$ cat src/rtl/mac_result_writer.sv
`timescale 1ns/1ps
`default_nettype none
// ============================================================================
// Module   : mac_result_writer
// Brief    : Avalon-MM write master that snapshots N MAC accumulators and
//            writes them out as packed 64-bit words (two lanes per word).
//            Optional macro RESULT_CHECKSUM_EN appends a {N, sum} word.
// Revision : 1.0  initial release
// ============================================================================
module mac_result_writer #(
    parameter int          DATA_WIDTH = 8,
    parameter int          N          = 8,
    parameter logic [31:0] BASE_ADDR  = 32'h0000_0010
) (
    input  logic                    CLOCK_50,
    input  logic                    rst_n,
    input  logic                    start,
    input  logic [3*DATA_WIDTH-1:0] c_in [0:N-1],
    output logic                    busy,
    output logic                    done,
    output logic [31:0]             avm_address,
    output logic                    avm_write,
    output logic [63:0]             avm_writedata,
    output logic [7:0]              avm_byteenable,
    input  logic                    avm_waitrequest,
    output logic [1:0]              dbg_state
);

    localparam int RW  = 3 * DATA_WIDTH;
    localparam int PAD = 32 - RW;
`ifdef RESULT_CHECKSUM_EN
    localparam int WORDS = N / 2 + 1;
`else
    localparam int WORDS = N / 2;
`endif
    localparam int             CW         = $clog2(WORDS + 1);
    localparam logic [CW-1:0]  C_LAST_IDX = CW'(WORDS - 1);

    generate
        if ((N % 2) != 0) begin : g_n_odd
            $error("mac_result_writer: N must be even");
        end
    endgenerate

    typedef enum logic [1:0] {
        S_IDLE    = 2'd0,
        S_CAPTURE = 2'd1,
        S_WRITE   = 2'd2,
        S_DONE    = 2'd3
    } state_t;

    function automatic logic [63:0] pack_pair(input logic [RW-1:0] lo, input logic [RW-1:0] hi);
        return {{PAD{1'b0}}, hi, {PAD{1'b0}}, lo};
    endfunction

    state_t         r_state, w_state;
    logic [RW-1:0]  r_snap [0:N-1];
    logic [CW-1:0]  r_idx, w_idx, w_next_idx;
    logic           r_busy, w_busy;
    logic           r_done, w_done;
    logic           r_write, w_write;
    logic [31:0]    r_addr, w_addr;
    logic [63:0]    r_data, w_data, w_next_data;
    logic [7:0]     r_be, w_be;
    logic           w_capture;

`ifdef RESULT_CHECKSUM_EN
    logic [31:0]    w_checksum;

    always_comb begin
        w_checksum = '0;
        for (int i = 0; i < N; i++) begin
            w_checksum = w_checksum + 32'(r_snap[i]);
        end
    end
`endif

    // Data for the word that follows the one currently on the bus
    always_comb begin
        w_next_idx  = r_idx + 1'b1;
        w_next_data = '0;
        for (int k = 0; k < N / 2; k++) begin
            if (w_next_idx == CW'(k)) begin
                w_next_data = pack_pair(r_snap[2*k], r_snap[2*k+1]);
            end
        end
`ifdef RESULT_CHECKSUM_EN
        if (w_next_idx == CW'(N / 2)) begin
            w_next_data = {32'(N), w_checksum};
        end
`endif
    end

    always_comb begin
        w_state   = r_state;
        w_idx     = r_idx;
        w_busy    = r_busy;
        w_done    = r_done;
        w_write   = r_write;
        w_addr    = r_addr;
        w_data    = r_data;
        w_capture = 1'b0;
        unique case (r_state)
            S_IDLE: begin
                w_done = 1'b0;
                if (start) begin
                    w_state = S_CAPTURE;
                    w_busy  = 1'b1;
                end
            end
            S_CAPTURE: begin
                // Word 0 comes straight from c_in, which the snapshot latches on this same edge
                w_capture = 1'b1;
                w_state   = S_WRITE;
                w_write   = 1'b1;
                w_idx     = '0;
                w_addr    = BASE_ADDR;
                w_data    = pack_pair(c_in[0], c_in[1]);
            end
            S_WRITE: begin
                if (!avm_waitrequest) begin
                    if (r_idx == C_LAST_IDX) begin
                        w_state = S_DONE;
                        w_write = 1'b0;
                        w_busy  = 1'b0;
                        w_done  = 1'b1;
                    end else begin
                        w_idx  = w_next_idx;
                        w_addr = r_addr + 32'd1;
                        w_data = w_next_data;
                    end
                end
            end
            S_DONE: begin
                if (!start) begin
                    w_state = S_IDLE;
                    w_done  = 1'b0;
                end
            end
            default: w_state = S_IDLE;
        endcase
        w_be = w_write ? 8'hFF : 8'h00;
    end

    always_ff @(posedge CLOCK_50 or negedge rst_n) begin
        if (!rst_n) begin
            r_state <= S_IDLE;
            r_idx   <= '0;
            r_busy  <= 1'b0;
            r_done  <= 1'b0;
            r_write <= 1'b0;
            r_addr  <= BASE_ADDR;
            r_data  <= '0;
            r_be    <= '0;
        end else begin
            r_state <= w_state;
            r_idx   <= w_idx;
            r_busy  <= w_busy;
            r_done  <= w_done;
            r_write <= w_write;
            r_addr  <= w_addr;
            r_data  <= w_data;
            r_be    <= w_be;
        end
    end

    always_ff @(posedge CLOCK_50 or negedge rst_n) begin
        if (!rst_n) begin
            for (int i = 0; i < N; i++) begin
                r_snap[i] <= '0;
            end
        end else if (w_capture) begin
            r_snap <= c_in;
        end
    end

    assign busy           = r_busy;
    assign done           = r_done;
    assign avm_write      = r_write;
    assign avm_address    = r_addr;
    assign avm_writedata  = r_data;
    assign avm_byteenable = r_be;
    assign dbg_state      = r_state;

endmodule
`default_nettype wire

$ cat config.mk
export PLATFORM = sky130hd
export DESIGN_NAME = mac_result_writer
export DESIGN_NICKNAME = d
export VERILOG_FILES = /design/src/rtl/mac_result_writer.sv
export SDC_FILE = /design/constraint.sdc
export NUM_CORES = 1
export LEC_CHECK = 0
export CAP_MARGIN = 20
export CORE_ASPECT_RATIO = 0.6
export CORE_MARGIN = 2
export CORE_UTILIZATION = 40
export DETAILED_ROUTE_END_ITERATION = 8
export HOLD_SLACK_MARGIN = 0.05
export PLACE_DENSITY = 0.62
export SLEW_MARGIN = 25
export SYNTH_ARGS = -nofsm -noshare
export SYNTH_HDL_FRONTEND = slang
export SYNTH_SLANG_ARGS = --single-unit
$ cat constraint.sdc
create_clock -name CLOCK_50 -period 6.1 [get_ports CLOCK_50]
set_input_delay 1.22 -clock CLOCK_50 [delete_from_list [all_inputs] [get_ports CLOCK_50]]
set_output_delay 1.22 -clock CLOCK_50 [all_outputs]
set_load 0.02 [all_outputs]
==> results <==
- The placed wire-length estimate after detailed placement is around 24000 um.
- In this run the clock root is driven by a clkbuf_16.
- The commonest cells after synthesis are dfrtp_1, mux2_2, nand2_1.
- The TritonCTS clock tree is done.
- The residual DRC count is 0.
- The element type at the critical path end is a flip-flop.
- The required time reported for the critical path endpoint is 6.57 ns.
- For this run, the slowest stage of the critical path takes 0.99 ns.
- CTS built an H-tree with a depth of 1.
- The starting utilization of the core area is about two fifths.
- VDD sags by at most roughly 230 uV.
- The clock insertion delay at the later pin of the skew report is between 0.5 and 0.6 ns.
- Setup repair after global routing left no endpoint under its margin.
- The pre-CTS worst setup slack is around 2.4 ns.
- The cell area that synthesis handed to floorplanning was 13100 um2.
- The multi-input combinational cells in the finished layout cover a total of 5600 um2.
- In the post-route analysis, the smallest setup slack over all paths is around 2.6 ns.
- After detailed routing, the number of vias per cell comes to ~5.5.
- The clock net in this run drives a total of 280 sinks.
- A synthesized cell averages 11.3 um2.
- By area the synthesized netlist is led by dfrtp_1, mux2_2, o21ai_0.
- For this block, the via count after detailed routing is between 10000 and 15000.
- The cell taking the most area after synthesis is dfrtp_1.
- Global routing used 21.8% of the available tracks across all layers.
- The worst path needs 3.46 ns of the cycle, external delays included.
- Derived from the worst setup path, the maximum achievable clock frequency is just under 300 MHz.
- The die boundary width is 238 um.
- The clock-pin slew on the worst setup and hold paths is 0.07 ns.
- The count of final setup violators is 0.
- The hold violation count in the final report is 0.
- The fraction of the cycle the final worst path needs is ~57%.
- Total power for the finished layout comes to about 9 mW.
- The share of synthesized registers carrying an async set or reset is 100%.
- The critical path goes through ha_1 > ha_2 > and2_4 > buf_4 > nand2_1 > o311a_1 > o21ai_0.
- The die is ~140 um tall.
- The clock passes through at most 3 buffers.
- The analysis attributes to cell leakage a power of slightly above 7 nW.
- The count of distinct cell types in the synthesized netlist is 41.
- The count of buffers added by post-CTS timing repair for setup is 0.
- The number of antenna violations at the first check in global routing came to 4.
- After the first detailed-routing iteration, the DRC count stood at roughly 580.
- The die covers 34200 um2.
- Routability-driven placement finished with a final weighted congestion of 0.790.
- The layout cell share with drive strength beyond 1 is a little under a fifth.
- The layout net count is 1596.
- The maximum number of pins on one net before global-route repair is about 110.
- The actual slew at the worst max-slew pin is just over 1 ns.
- The filler cells instantiated in the layout total between 2000 and 3000.
- In this run, CTS created clock tree buffers numbering 29.
- For this run the aggregate overflow at the end of global routing stands at 0.
- In this run, synthesis inferred 0 flip-flops with an integrated enable.
- The length of the first detailed-routing pass in iterations is 4.
- The area of the core region is 32400 um2.
- The summed negative setup slack over all endpoints is 0 ns.
- The total area of sequential cells is ~7000 um2.
- Across the run, the number of max-cap violations was 0.
- Synthesis produced a netlist whose cell count is between 1000 and 1500.
- After clock tree synthesis, the flow added hold-fix buffers numbering 0.
- After clock tree synthesis, the repair step resized 0 gates.
- In this run the count of I/O pins placed on the die edge is a little over 300.
- The standard-cell row count is ~50.
- The most frequently used cell type in the post-synthesis netlist is dfrtp_1.
- The clock arrives with between 0.01 and 0.015 ns of skew.
- The arrival time reported for the critical path endpoint is approximately 3.9 ns.
- The count of buffers from port buffering is 288.
- The number of global-route vias before repair came to approximately 10000.
- In the final routed layout, each cell accounts on average for 20.6 um.
- The category of the worst setup path launch point is a flip-flop.
- Along the worst path, the maximum fanout reaches 65.
- The type of the tightest min-delay check is flip-flop to flip-flop.
- The first global-routing pass estimated just under 60000 um of wire.
- The post-detailed-routing wire length is 37900 um.
- For this run, the number of Yosys warnings is 0.
- The setup path with the least slack is of type flip-flop to flip-flop.
- The max-slew violation total from the final report is 0.
- The count of nets left with antenna violations once routing finished came out at 0.
- The register bit total from synthesis is 280.
- Among all flip-flop cells after synthesis, the most frequent one is dfrtp_1.
- The top cell type by area accounts for between 50% and 60% of the synthesized area.
- The worst slew slack as a fraction of its limit is a little under a third.
- The run finished with clean final reports.
- Dividing total power by cell area gives a power density of approximately 530 nW/um2.
- The area growth from synthesis to layout is 31.6%.
- The post-synthesis sequential area ratio is ~54%.
- The largest individual stage delay along the critical path comes from the cell ha_2.
==> path summary, 6_finish.rpt <==
path / start / end / slack [ns] / cells past startpoint
worst max register to register: r_idx[0] / avm_writedata[42] / 2.64 / 7
worst min-delay path: avm_writedata[38] / avm_writedata[38] / 0.48 / 2
min in group asynchronous: rst_n / avm_writedata[50] / 0.70 / 1
worst min register to register: avm_writedata[38] / avm_writedata[38] / 0.48 / 2
worst max-delay path: r_idx[0] / avm_writedata[42] / 2.64 / 7
max in group asynchronous: rst_n / r_snap[133] / 4.26 / 2
==> logic make-up (layout without fill, tap and decap cells) <==
kind of cell             count (synthesis)  in the layout  synth area share, %
buffers and inverters                  131            369                 4.55
XOR/XNOR                                 6              6                0.401
multiplexers                           194            194                 16.7
AND/OR/NAND/NOR                        279            279                 10.2
other                                    1             21               0.0286
adder cells (fa/ha/maj)                 11             11                 1.05
flip-flops                             280            280                 53.5
AO/OA/AOI/OAI                          256            256                 13.5
==> registers in the layout, summed over array words and instances (netlist names), named ones only <==
register       count
avm_address       32
avm_writedata     48
busy               1
dbg_state          2
done               1
r_idx              3
r_snap           192
==> power by group <==
group / switching (mW) / total [mW] / internal [mW]
registers: 0.480 / 3.21 / 2.73
clock network: 0.752 / 1.86 / 1.11
logic: 2.10 / 4.02 / 1.92
total: 3.33 / 9.08 / 5.75
==> final cells by class <==
class / instances / share of cell area (%)
clock inverter: 9 / 0.879
timing repair buffer: 304 / 17.7
antenna: 5 / 0.0726
inverter: 12 / 0.261
tap: 424 / 3.08
clock buffer: 44 / 4.83
multi-input combinational: 762 / 32.5
sequential: 280 / 40.7
==> per-stage QoR <==
step / utilization, % / hold slack (ns) / area (um2) / cells
4_1_cts: 53.1 / 0.485 / 17200 / 1833
3_5_place_dp: 50.0 / 0.470 / 16200 / 1780
6_report: 53.2 / 0.480 / 17200 / 1840
2_1_floorplan: - / 0.473 / 13100 / 1173
5_1_grt: 53.2 / 0.507 / 17200 / 1835
3_3_place_gp: 50.0 / 0.462 / 16200 / 1780
==> cell usage in the layout, fill, tap and decap left out, drive strengths merged, types with 7 or more instances in the layout <==
cell | synthesis | layout
o311a | 48 | 48
buf | 34 | 17
nand4 | 7 | 7
or4 | 12 | 12
nand3 | 9 | 9
clkdlybuf4s50 | 0 | 287
clkbuf | 85 | 44
or3 | 12 | 12
dfrtp | 279 | 279
a21oi | 23 | 23
ha | 11 | 11
and3 | 50 | 50
a311oi | 48 | 48
nand2 | 116 | 116
nor2 | 55 | 55
conb | 1 | 16
o31ai | 12 | 12
o21ai | 114 | 114
mux2 | 193 | 193
inv | 12 | 13
==> routing by layer <==
layer | GRT usage, % | part of all wire [%]
met2 | 33.5 | 44
met1 | 31.6 | 47
met3 | 5.08 | 6.7
met5 | 0 | 0.034
met4 | 3.97 | 1.5
==> critical path, delay by kind of cell (launching register included) <==
| family | cells | cell delay [ns] |
|---|---|---|
| adders and majority gates | 2 | 1.23 |
| and+or+nand+nor | 2 | 0.94 |
| buffers and inverters | 1 | 0.47 |
| DFF | 1 | 0.42 |
| AOI/OAI and AO/OA | 2 | 0.30 |
(Power assumes the default switching activity.)
